<file path="src/rtl/tower_stage_ctrl.sv">
// tower_stage_ctrl
//   Game-level sequencer sitting upstream of the tower placement block.
//   Walks IDLE -> BUILD -> PAUSE -> WAVE for stages 1..3, counts lives
//   during waves, and ends in WON (after stage 3) or LOST (lives hit 0).
//   WON/LOST restart on a fresh go_start rising edge.
//
// Parameters
//   LIVES_INIT   : lives loaded at reset and on every (re)start, 1..15
//   PAUSE_CYCLES : cycles spent in PAUSE between build and wave, >= 1
//
// Ports
//   clk, resetn                 : clock, asynchronous active-low reset
//   go_start                    : start/restart request (level, edge detected)
//   stage_N_tower_done (N=1..3) : build completion from tower block
//   wave_done, enemy_escaped    : wave finished / enemy reached base (pulse)
//   stage_N_draw_tower (N=1..3) : one-hot build enables (registered)
//   wave_start, wave_active     : WAVE entry pulse / WAVE level
//   current_stage, lives        : game progress
//   game_won, game_over         : high in WON / LOST
//
// Build option
//   TOWER_STAGE_LIFE_BONUS_EN : when defined, every WAVE->BUILD transition
//   grants one life (after any same-cycle escape), saturating at LIVES_INIT.

module tower_stage_ctrl #(
  parameter int LIVES_INIT   = 5,
  parameter int PAUSE_CYCLES = 50_000_000
) (
  input  logic       clk,
  input  logic       resetn,
  input  logic       go_start,
  input  logic       stage_1_tower_done,
  input  logic       stage_2_tower_done,
  input  logic       stage_3_tower_done,
  input  logic       wave_done,
  input  logic       enemy_escaped,
  output logic       stage_1_draw_tower,
  output logic       stage_2_draw_tower,
  output logic       stage_3_draw_tower,
  output logic       wave_start,
  output logic       wave_active,
  output logic [1:0] current_stage,
  output logic [3:0] lives,
  output logic       game_won,
  output logic       game_over
);

  localparam logic [2:0] ST_IDLE  = 3'd0;
  localparam logic [2:0] ST_BUILD = 3'd1;
  localparam logic [2:0] ST_PAUSE = 3'd2;
  localparam logic [2:0] ST_WAVE  = 3'd3;
  localparam logic [2:0] ST_WON   = 3'd4;
  localparam logic [2:0] ST_LOST  = 3'd5;

  localparam logic [3:0]  LIVES_RST  = 4'(LIVES_INIT);
  localparam logic [25:0] PAUSE_LAST = 26'(PAUSE_CYCLES - 1);

  logic [2:0]  state_q, state_d;
  logic [1:0]  stage_q, stage_d;
  logic [3:0]  lives_q, lives_d;
  logic [25:0] cnt_q, cnt_d;
  logic [2:0]  draw_q, draw_d;
  logic        wave_start_q, wave_start_d;
  logic        wave_active_q, wave_active_d;
  logic        won_q, won_d;
  logic        over_q, over_d;

  // go_start passes through a sample stage before edge detection; both
  // flops reset high so a key held through reset is not seen as a rise.
  logic go_sync_q, go_prev_q;
  logic go_rise_s;
  logic done_sel_s;
  logic [3:0] lives_dec_s;

  assign go_rise_s = go_sync_q & ~go_prev_q;

  // Synchronise go_start and keep its previous value for edge detection
  always_ff @(posedge clk or negedge resetn) begin
    if (!resetn) begin
      go_sync_q <= 1'b1;
      go_prev_q <= 1'b1;
    end else begin
      go_sync_q <= go_start;
      go_prev_q <= go_sync_q;
    end
  end

  // Select the done input matching the stage currently being built
  always_comb begin
    done_sel_s = 1'b0;
    case (stage_q)
      2'd1:    done_sel_s = stage_1_tower_done;
      2'd2:    done_sel_s = stage_2_tower_done;
      2'd3:    done_sel_s = stage_3_tower_done;
      default: done_sel_s = 1'b0;
    endcase
  end

  // Lives after a possible escape this cycle, saturating at zero
  always_comb begin
    lives_dec_s = lives_q;
    if (enemy_escaped && (lives_q != 4'd0)) begin
      lives_dec_s = lives_q - 4'd1;
    end else begin
      lives_dec_s = lives_q;
    end
  end

  // Next-state and next-value logic for the game sequencer
  always_comb begin
    state_d      = state_q;
    stage_d      = stage_q;
    lives_d      = lives_q;
    cnt_d        = cnt_q;
    wave_start_d = 1'b0;
    case (state_q)
      ST_IDLE, ST_WON, ST_LOST: begin
        if (go_rise_s) begin
          state_d = ST_BUILD;
          stage_d = 2'd1;
          lives_d = LIVES_RST;
        end else begin
          state_d = state_q;
        end
      end
      ST_BUILD: begin
        if (done_sel_s) begin
          state_d = ST_PAUSE;
          cnt_d   = 26'd0;
        end else begin
          state_d = ST_BUILD;
        end
      end
      ST_PAUSE: begin
        if (cnt_q == PAUSE_LAST) begin
          state_d      = ST_WAVE;
          wave_start_d = 1'b1;
          cnt_d        = 26'd0;
        end else begin
          cnt_d = cnt_q + 26'd1;
        end
      end
      ST_WAVE: begin
        lives_d = lives_dec_s;
        // Losing the last life takes priority over finishing the wave.
        if (enemy_escaped && (lives_dec_s == 4'd0)) begin
          state_d = ST_LOST;
        end else if (wave_done) begin
          if (stage_q == 2'd3) begin
            state_d = ST_WON;
          end else begin
            state_d = ST_BUILD;
            stage_d = stage_q + 2'd1;
`ifdef TOWER_STAGE_LIFE_BONUS_EN
            if (lives_dec_s < LIVES_RST) begin
              lives_d = lives_dec_s + 4'd1;
            end else begin
              lives_d = lives_dec_s;
            end
`else
            lives_d = lives_dec_s;
`endif
          end
        end else begin
          state_d = ST_WAVE;
        end
      end
      default: begin
        state_d = ST_IDLE;
        stage_d = 2'd0;
        lives_d = LIVES_RST;
        cnt_d   = 26'd0;
      end
    endcase
  end

  // Output values are decoded from the next state so they register with it
  always_comb begin
    draw_d = 3'b000;
    if (state_d == ST_BUILD) begin
      case (stage_d)
        2'd1:    draw_d = 3'b001;
        2'd2:    draw_d = 3'b010;
        2'd3:    draw_d = 3'b100;
        default: draw_d = 3'b000;
      endcase
    end else begin
      draw_d = 3'b000;
    end
    wave_active_d = (state_d == ST_WAVE);
    won_d         = (state_d == ST_WON);
    over_d        = (state_d == ST_LOST);
  end

  // State and output registers
  always_ff @(posedge clk or negedge resetn) begin
    if (!resetn) begin
      state_q       <= ST_IDLE;
      stage_q       <= 2'd0;
      lives_q       <= LIVES_RST;
      cnt_q         <= 26'd0;
      draw_q        <= 3'b000;
      wave_start_q  <= 1'b0;
      wave_active_q <= 1'b0;
      won_q         <= 1'b0;
      over_q        <= 1'b0;
    end else begin
      state_q       <= state_d;
      stage_q       <= stage_d;
      lives_q       <= lives_d;
      cnt_q         <= cnt_d;
      draw_q        <= draw_d;
      wave_start_q  <= wave_start_d;
      wave_active_q <= wave_active_d;
      won_q         <= won_d;
      over_q        <= over_d;
    end
  end

  assign stage_1_draw_tower = draw_q[0];
  assign stage_2_draw_tower = draw_q[1];
  assign stage_3_draw_tower = draw_q[2];
  assign wave_start         = wave_start_q;
  assign wave_active        = wave_active_q;
  assign current_stage      = stage_q;
  assign lives              = lives_q;
  assign game_won           = won_q;
  assign game_over          = over_q;

endmodule

</file>
<file path="config.mk">
export PLATFORM = sky130hd
export DESIGN_NAME = tower_stage_ctrl
export DESIGN_NICKNAME = d
export VERILOG_FILES = /design/src/rtl/tower_stage_ctrl.sv
export SDC_FILE = /design/constraint.sdc
export NUM_CORES = 1
export LEC_CHECK = 0
export CAP_MARGIN = 40
export CELL_PAD_IN_SITES_DETAIL_PLACEMENT = 1
export CELL_PAD_IN_SITES_GLOBAL_PLACEMENT = 2
export CORE_UTILIZATION = 39
export CTS_CLUSTER_DIAMETER = 150
export DETAILED_ROUTE_END_ITERATION = 10
export MAX_ROUTING_LAYER = met4
export PLACE_DENSITY = 0.94
export SLEW_MARGIN = 25
export SYNTH_ARGS = -nofsm -noshare
export SYNTH_HDL_FRONTEND = slang
export SYNTH_SLANG_ARGS = --single-unit
</file>
<file path="constraint.sdc">
create_clock -name clk -period 3.75 [get_ports clk]
set_input_delay 0.75 -clock clk [delete_from_list [all_inputs] [get_ports clk]]
set_output_delay 0.75 -clock clk [all_outputs]
set_load 0.005 [all_outputs]
</file>
; Word-level counts from Yosys, hierarchy flattened
; Index checks and enable logic that the tools add are counted.
[classes]
n_eq_ne = 18
mux = 23
n_reduce_logical = 10
bitwise_logic = 4
add_sub_neg = 3
[op_table]
columns = op, n
row1 = case mux 26 bit (3 select lines), 1
row2 = two-way mux 26 bit, 2
row3 = adder 26 x 1 -> 26 bit (second input constant), 1
row4 = equality test 26 bit (second input constant), 1
row5 = two-way mux 3 bit, 6
row6 = equality test 3 bit (second input constant), 4
row7 = case mux 3 bit (4 select lines), 1
row8 = case mux 4 bit (3 select lines), 1
row9 = two-way mux 2 bit, 5
row10 = equality test 3 x 2 -> 1 bit (second input constant), 3
row11 = case mux 3 bit (3 select lines), 1
row12 = equality test 2 bit (second input constant), 4
row13 = two-way mux 4 bit, 2
row14 = equality test 3 x 1 -> 1 bit (second input constant), 2
row15 = case mux 2 bit (3 select lines), 1
row16 = equality test 2 x 1 -> 1 bit (second input constant), 2
row17 = zero test 4 bit, 1
row18 = != test 2 bit (second input constant), 2
row19 = AND reduction 2 bit, 2
row20 = nonzero test 4 bit, 1
row21 = OR reduction 4 bit, 1
row22 = subtractor 4 x 1 -> 4 bit (second input constant), 1
row23 = zero test 3 bit, 1
row24 = NOT 1 bit, 3
row25 = 7 further kinds, 9
[word_totals]
inputBits = 8
elab_cells = 69
output_inout_bits = 13
regBits = 44

; Logic depth before layout (Yosys ltp)
; Gate-level depths: netlist (run 1).
[depth]
word_depth = 10
ltp_mapped = 9
mapped_depth_nobuf = 9

; Least setup slack after synthesis (run 1)
; No wires, ideal clock.
[synth_path]
kind = register -> register
from = register lives_q[0], in the netlist lives[0]
to = register draw_q[2]
path_stages_with_launch = 9
arrival_time_ns = 1.949
period_less_slack_ns = 2.035
slack_ns = 1.715
required_time_ns = 3.664
path_cell_list = dfstp_2 inv_1 ha_1 nand2b_1 mux2i_1 nand3_1 and4b_1 o31a_1 nor3_1
[synth_via]
elab_chain_cells = 10
elab_cells_between_ends = 16
classes_between = add/sub: 1 / eq/ne: 4 / mux: 7 / reduce/logical: 4
[synth_rtl]
columns = element, line
row1 = from (decl), 60  ; logic [3:0] lives_q, lives_d;
row2 = from (signal assigned), 210  ; lives_q <= lives_d;
row3 = branches (longest 2 deep; another with subtractor 4 x 1 -> 4 bit), --
row4 = two-way mux 4 bit *, 102  ; if (enemy_escaped && (lives_q != 4'd0)) begin
row5 = zero test 4 bit *, 146  ; if (enemy_escaped && (lives_dec_s == 4'd0)) begin
row6 = logical AND 1 bit *, 146
row7 = two-way mux 2 bit, 146
row8 = case mux 2 bit (3 select lines), 116  ; case (state_q)
row9 = equality test 2 bit or equality test 2 x 1 -> 1 bit (tied branches), 181  ; case (stage_d)
row10 = case mux 3 bit (3 select lines), 181
row11 = two-way mux 3 bit *, 180  ; if (state_d == ST_BUILD) begin
row12 = named net draw_d[2], 62  ; logic [2:0] draw_q, draw_d;
row13 = to (signal assigned), 212  ; draw_q <= draw_d;
row14 = to (decl), 62
; Mark *: on every way through the listed nets, which the timed path passes.
; A chain may end at the register's enable or synchronous reset.

; Final worst setup path (run 1)
[layout_path]
from = input port stage_1_tower_done
to = register cnt_q[18]
[layout_via]
elab_chain_cells = 3
[layout_rtl]
columns = element, line
row1 = from (decl), 32  ; input logic stage_1_tower_done,
row2 = case mux 1 bit (3 select lines), 91  ; case (stage_q)
row3 = != test 2 bit (no line), --
row4 = AND reduction 2 bit (no line), --
row5 = to (signal assigned), 211  ; cnt_q <= cnt_d;
row6 = to (decl), 61  ; logic [25:0] cnt_q, cnt_d;
; Every way passes these cells.

==> results by group, run 1 <==
Hold path
  – Hold path depth: 0
  – Worst hold path class: reg -> reg

Synth
  – Synth cell types: 60
  – Gate Count Post-Synth: 261
  – Syn avg cell area: about 9.5 µm²
  – Compound-Gate Fraction of Synth Area: 0.176
  – Synth Area in Adders: 0.0101
  – Mux contribution to synthesized area: 0.0127
  – Sequential element share of the synthesized area: 0.448
  – Synth area leaders: dfrtp_1 41%, dfstp_2 4.3%, nor2_1 4.1%
  – Synth Flop Type: dfrtp_1
  – Synth area leader: dfrtp_1
  – Fraction of registers with async set/reset: 1.00
  – Syn Nets: about 270
  – Synth top cells by count: 40 x dfrtp_1, 27 x nor2_1, 20 x o21ai_0, 19 x nand3_1, 18 x nand2_1
  – Post-synthesis simple-gate area fraction: 0.265
  – Main combinational cell family by area after synthesis: simple AND/OR/NAND/NOR gates
  – Area share of the largest cell type after synthesis: 0.406
  – Yosys reg bits: between 40 and 50
  – Count leader, synth: dfrtp_1
  – Mapped Area: 2470 µm²
  – Synth Area in XOR/XNOR: 0.0426
  – EDFF count, synth: 0
  – Synth warn: 0

Run status
  – Outcome: complete, no violations

Floorplan
  – Core Box Area: around 6000 µm²
  – Die X: slightly above 80 µm
  – Die height: around 82 µm
  – Die area: between 6000 and 7000 µm²
  – Num rows: 28
  – Initial Utilization: 0.409
  – Number of top-level pins: 21

Power and ir drop
  – Reg power frac: 0.411
  – Switching Share: 0.414
  – PwrDens: 608 nW/µm²
  – Internal Power: 995 µW
  – Clk pwr share: 0.170
  – Psw: around 700 µW
  – Max IR drop VDD: ~0.00037 V
  – Combinational Power Share: 0.418
  – Leakage: approximately 1.2 nW

Placed design
  – Routability cong.: 0.801
  – DP HPWL: around 4400 µm
  – Placed Area: between 2000 and 3000 µm²
  – Inst Count DP: ~350
  – IO buf count: 20

Critical path
  – Register-to-Register Path Depth: 8
  – Data required time of the worst path: roughly 4 ns
  – CP peak stage delay: roughly 0.45 ns
  – Crit-path cells: clkdlybuf4s50_1 -> mux2_2 -> nand3_2 -> a31oi_4 -> nand2_2 -> or4_1 -> a21oi_1
  – Classification of the worst setup path: in -> reg
  – CP Data Arrival Time: 2.64 ns
  – CP max stage cell: clkdlybuf4s50_1
  – Critical path depth: 7
  – Element type at the critical path end: flip-flop
  – CP bufs+invs: 1
  – Max Fanout on Critical Path: 12
  – CP Launch Type: input port
  – Top delay family on crit path: simple AND/OR/NAND/NOR gates

Clock network
  – Clk_lat worst skew: 0.30 ns
  – Post_cts resized: 0
  – Root Buffer Master: clkbuf_8
  – Post-CTS Setup Bufs: 0
  – Hold buffers post-CTS: 0
  – Buffer levels on the longest clock path: 2
  – CTS Sinks: 44
  – Clock transition at path regs: ~0.080 ns
  – H-tree Lvls: 2
  – Clock buffers created by TritonCTS: 5
  – CTS tree: built

STA
  – Fmax: 0.414 GHz
  – # setup viols final: 0
  – Worst slew pin tran: roughly 0.53 ns
  – Slew Limit Fails: 0
  – Final worst path period need: about 2.4 ns
  – Slew headroom: 0.642
  – Final hold vios: 0
  – Tcrit/Tclk final: 0.644
  – Clock Skew: 0.0103 ns
  – Fin Setup TNS: 0 ns
  – RSZ-0062 raised after global routing: false

Final layout
  – # fillers: ~710
  – Finished Layout Cells: 355
  – Area Growth Syn to Fin: 13.1%
  – Final net count: between 200 and 300
  – Share of layout cells above drive strength 1: 0.100
  – Multi-input gate area: about 1200 µm²
  – Final Cell Area: 2790 µm²
  – Antenna diodes: 0
  – FF/Latch Area: roughly 1100 µm²

Global routing
  – Initial antenna violation count: 0
  – GRT Util Overall: 0.210
  – Grt met2 use: 0.320
  – GR Util met1: 0.283
  – Vias in the first global route: about 2100
  – Busiest grt layer: met2
  – GR Util met3: 0.0444
  – First-pass GRT wire length: slightly above 10000 µm
  – Grt total ovfl: 0
  – Largest net degree at the start of global routing: 27

Route
  – Total Routed Length: a little under 6000 µm
  – Vias per inst: 5.68
  – Drt first pass iters: 4
  – Residual DRC count: 0
  – Final ANT Viol Nets: 0
  – Vias: approximately 2000
  – DR WL/cell: approximately 17 µm
  – Drt first-iter violations: 96

Job
  – Max-cap violations: 0
==> path summary, 6_finish.rpt <==
path	startpoint	end	slack, ns
min reg2reg	go_sync_q$_DFF_PN1_	go_prev_q$_DFF_PN1_	0.38
min in group asynchronous	resetn	cnt_q[5]$_DFFE_PN0P_	0.41
min	go_sync_q$_DFF_PN1_	go_prev_q$_DFF_PN1_	0.38
max reg2reg	lives[0]$_DFFE_PN1P_	draw_q[2]$_DFF_PN0_	1.39
max	stage_1_tower_done	cnt_q[18]$_DFFE_PN0P_	1.34
max in group asynchronous	resetn	go_prev_q$_DFF_PN1_	2.76
==> worst register-to-register path, stage by stage, from the launching register on <==
cell and delay (ns):
dfstp_2 0.60, inv_1 0.06, ha_1 0.27, nand2b_1 0.14, mux2i_1 0.28, nand3_1 0.23
and4b_1 0.24, o31a_1 0.27, nor3_1 0.19
==> cells by family after synthesis <==
| logic type | count (synthesis) |
|---|---|
| AOI/OAI and AO/OA | 64 |
| muxes | 3 |
| buffers and inverters | 21 |
| adders and majority gates | 2 |
| xor gates and xnor gates | 12 |
| DFF | 44 |
| and+or+nand+nor | 115 |
==> placed cells by master (no fill, tap or decap), types with 7 or more instances in the layout <==
master,n
a21oi_1,12
clkdlybuf4s50_1,19
dfrtp_1,40
inv_1,9
nand2_1,18
nand3_1,19
nand4_1,7
nor2_1,27
o21ai_0,20
xor2_1,10
==> power groups by stage <==
stage	sequential, mW	clock (mW)	combinational (mW)
3_3_place_gp	0.701	0	0.687
4_1_cts	0.696	0.300	0.722
6_report	0.698	0.289	0.711
3_5_place_dp	0.705	0	0.719
2_1_floorplan	0.641	0	0.569
5_1_grt	0.715	0.318	0.800
==> registers in the layout (all words and copies together), names as in the netlist <==
register / count
state_q: 3
wave_start: 1
go_prev_q: 1
go_sync_q: 1
game_won: 1
game_over: 1
lives: 4
wave_active: 1
draw_q: 3
cnt_q: 26
current_stage: 2
==> stage by stage <==
step	util	setup WS [ns]	power (mW)	hold slack (ns)
CTS	0.463	1.35	1.72	0.378
floorplan	-	1.71	1.21	0.358
global route	0.463	1.19	1.83	0.384
detailed placement	0.450	1.05	1.42	0.366
global placement	0.446	1.12	1.39	0.363
finish	0.463	1.34	1.70	0.375
==> area by class of cell <==
type	instances	share of cell area
clock buffers	7	0.0273
clock inverters	1	0.00179
inverters	10	0.0134
multi-input cells	196	0.448
flip-flops and latches	44	0.396
well taps	75	0.0336
repair buffers	22	0.0798
==> routing by layer <==
layer  wire length (µm)  vias to the layer above
met1               2940                     1002
li1                   -                      980
met4                 71                        0
met3                181                        6
met5                  0                        -
met2               2720                       30
Power figures use the tool's default switching activity.
==> inputs of run 2 (changes only) <==
--- a/config.mk
+++ b/config.mk
@@ -8,11 +8,11 @@
 export CAP_MARGIN = 40
 export CELL_PAD_IN_SITES_DETAIL_PLACEMENT = 1
 export CELL_PAD_IN_SITES_GLOBAL_PLACEMENT = 2
-export CORE_UTILIZATION = 39
+export CORE_UTILIZATION = 33
 export CTS_CLUSTER_DIAMETER = 150
 export DETAILED_ROUTE_END_ITERATION = 10
 export MAX_ROUTING_LAYER = met4
-export PLACE_DENSITY = 0.94
+export PLACE_DENSITY = 0.86
 export SLEW_MARGIN = 25
 export SYNTH_ARGS = -nofsm -noshare
 export SYNTH_HDL_FRONTEND = slang
==> constraint.sdc (replaced) <==
create_clock -name clk -period 2.1 [get_ports clk]
set_input_delay 0.42 -clock clk [delete_from_list [all_inputs] [get_ports clk]]
set_output_delay 0.42 -clock clk [all_outputs]
set_load 0.005 [all_outputs]
==> results by group, run 2 (synthesized netlist as in run 1, its figures left out) <==
Critical path
  – Max Fanout on Critical Path: 5 (-7)
  – Crit-path cells: inv_2 -> ha_4 -> nand2b_4 -> mux2i_4 -> nand3_4 -> and4b_1 -> o31a_1 -> nor3_2
  – Element type at the critical path end: flip-flop
  – FF-to-FF Start: lives[0]$_DFFE_PN1P_
  – CP peak stage delay: 0.54 ns (+0.09 ns)
  – CP Launch Type: flip-flop
  – Register-to-Register Path Depth: 8 (unchanged)
  – Data required time of the worst path: 2.33 ns (-1.64 ns)
  – Reg2reg end: draw_q[0]$_DFF_PN0_
  – CP max stage cell: dfstp_2
  – CP Data Arrival Time: 2.32 ns (-0.32 ns)
  – Classification of the worst setup path: reg -> reg
  – R2R setup slack: 0.01 ns (-1.38 ns)

Global routing
  – GRT Util Overall: 0.192 (-0.0182)
  – Vias in the first global route: 2228 (+6.3%)
  – Largest net degree at the start of global routing: 25 (-7.4%)
  – First-pass GRT wire length: 11200 µm (+8.5%)
  – Initial antenna violation count: 0 (unchanged)
  – Grt total ovfl: 0 (unchanged)

STA
  – WHS: 0.378 ns (+0.00290 ns)
  – Tcrit/Tclk final: 0.994
  – Final worst path period need: approximately 2.1 ns
  – Final hold vios: 0 (unchanged)
  – Clock Skew: 0.00324 ns (-0.00702 ns)
  – Final setup margin: 0.0126 ns (-1.32 ns)
  – Fin Setup TNS: 0 ns (unchanged)
  – RSZ-0062 raised after global routing: true
  – Slew headroom: 0.725 (+0.0821)
  – Fmax: between 0.4 and 0.5 GHz
  – # setup viols final: 0 (unchanged)
  – Slew Limit Fails: 0 (unchanged)
  – Worst slew pin tran: 0.407 ns (-0.125 ns)

Hold path
  – Hold path start: go_sync_q$_DFF_PN1_
  – Hold path depth: 0 (unchanged)
  – Worst hold path class: reg -> reg
  – Hold path endpoint: go_prev_q$_DFF_PN1_

Route
  – Final ANT Viol Nets: 0 (unchanged)
  – Total Routed Length: 6800 µm (+15%)
  – Drt first pass iters: 4 (unchanged)
  – DR WL/cell: 16.4 µm (-1.3%)
  – Vias per inst: 5.30 (-6.8%)
  – Drt first-iter violations: 69 (-28%)
  – Residual DRC count: 0 (unchanged)
  – Vias: 2194 (+8.7%)

Placed design
  – Routability cong.: 0.871 (+8.7%)
  – Placed Area: 2910 µm² (+7.3%)
  – DP HPWL: 4780 µm (+9.9%)
  – IO buf count: 20 (unchanged)
  – Place WS: -0.0723 ns (-1.12 ns)

Final layout
  – Reg with most FFs: cnt_q
  – Most frequent cells in the layout: 38 x dfrtp_1, 33 x buf_4, 27 x nor2_1, 20 x o21ai_0, 19 x clkdlybuf4s50_1
  – Share of layout cells above drive strength 1: 0.257 (+0.157)
  – Final Cell Area: 3210 µm² (+15%)
  – Final net count: 324 (+12%)
  – Antenna diodes: 0 (unchanged)
  – Max FFs per register: 26 (unchanged)
  – Area Growth Syn to Fin: 30.0%
  – Commonest non-fill, non-tap cell in the layout: dfrtp_1

Clock network
  – Clk_lat worst skew: 0.30 ns (about the same)
  – Buffer levels on the longest clock path: 2 (unchanged)
  – CTS Sinks: 44 (unchanged)
  – Clock transition at path regs: 0.09 ns (about the same)
  – H-tree Lvls: 2 (unchanged)
  – Clock buffers created by TritonCTS: 5 (unchanged)
  – CTS tree: built
  – Root Buffer Master: clkbuf_8

Run status
  – Outcome: complete, no violations

Power and ir drop
  – Final Power: 3.71 mW (+120%)
  – Leakage: 1.39 nW (+17%)
  – Max IR drop VDD: 0.000702 V (+90%)
  – PwrDens: 1160 nW/µm² (+90%)

Floorplan
  – Die area: 7830 µm² (+18%)
  – Die height: 88.5 µm (+8.5%)
  – Core Box Area: 7250 µm² (+20%)
  – Number of top-level pins: 21 (unchanged)
  – Initial Utilization: 0.340 (-0.0693)
  – Die X: 88.5 µm (+8.5%)
  – Num rows: 31 (+11%)

Job
  – Max-cap violations: 0 (unchanged)
-- run 2: area by class of cell --
cell class                 count  area, µm²
clock buffer                   5       68.8
clock inverter                 3       42.5
fill                         850       4050
inverter                      10       37.5
multi-input combinational    196       1350
sequential                    44       1110
tap                           99        124
timing repair buffer          57        480
-- run 2: timing repair --
action / in CTS / in global routing
pin swaps: 1 / 11
hold buffers: 1 / 0
setup buffers: 1 / 9
endpoints found under the hold margin: 5 / 0
setup endpoints to repair: 3 / 10
gates resized for setup: 3 / 20
-- run 2: how the worst max path moves through the flow --
stage / cells past startpoint / startpoint / slack (ns) / end
after floorplan: 8 / lives[0]$_DFFE_PN1P_ / 0.06 / draw_q[2]$_DFF_PN0_
after global placement: 7 / stage_3_tower_done / 0.01 / cnt_q[18]$_DFFE_PN0P_
after detailed placement: 9 / lives[0]$_DFFE_PN1P_ / -0.07 / draw_q[1]$_DFF_PN0_
after CTS: 9 / lives[0]$_DFFE_PN1P_ / -0.02 / draw_q[1]$_DFF_PN0_
after global routing: 8 / lives[0]$_DFFE_PN1P_ / -0.07 / draw_q[0]$_DFF_PN0_
final: 8 / lives[0]$_DFFE_PN1P_ / 0.01 / draw_q[0]$_DFF_PN0_
-- run 2: per-layer routing --
layer / global-route usage / routed length [µm]
met5: - / 0
met4: 0.0587 / 106
met3: 0.0448 / 193
met2: 0.308 / 3340
met1: 0.241 / 3160
-- run 2: power breakdown --
group	switching [mW]	internal (mW)	leakage, nW
clock network	0.316	0.352	0.0541
registers	0.173	1.01	0.585
logic	1.01	0.854	0.749
-- run 2: critical path: cells and delay by family, from the launching register on --
family                   cells  cell delay [ns]
adder cells (fa/ha/maj)      1             0.17
AND/OR/NAND/NOR              4             0.63
flip-flops                   1             0.54
multiplexers                 1             0.29
buffers and inverters        1             0.04
AO/OA/AOI/OAI                1             0.34
-- run 2: through the flow --
stage	std cells	utilization
CTS	405	0.421
finish	414	0.442
floorplan	261	-
detailed placement	395	0.401
global placement	395	0.401
global route	414	0.442
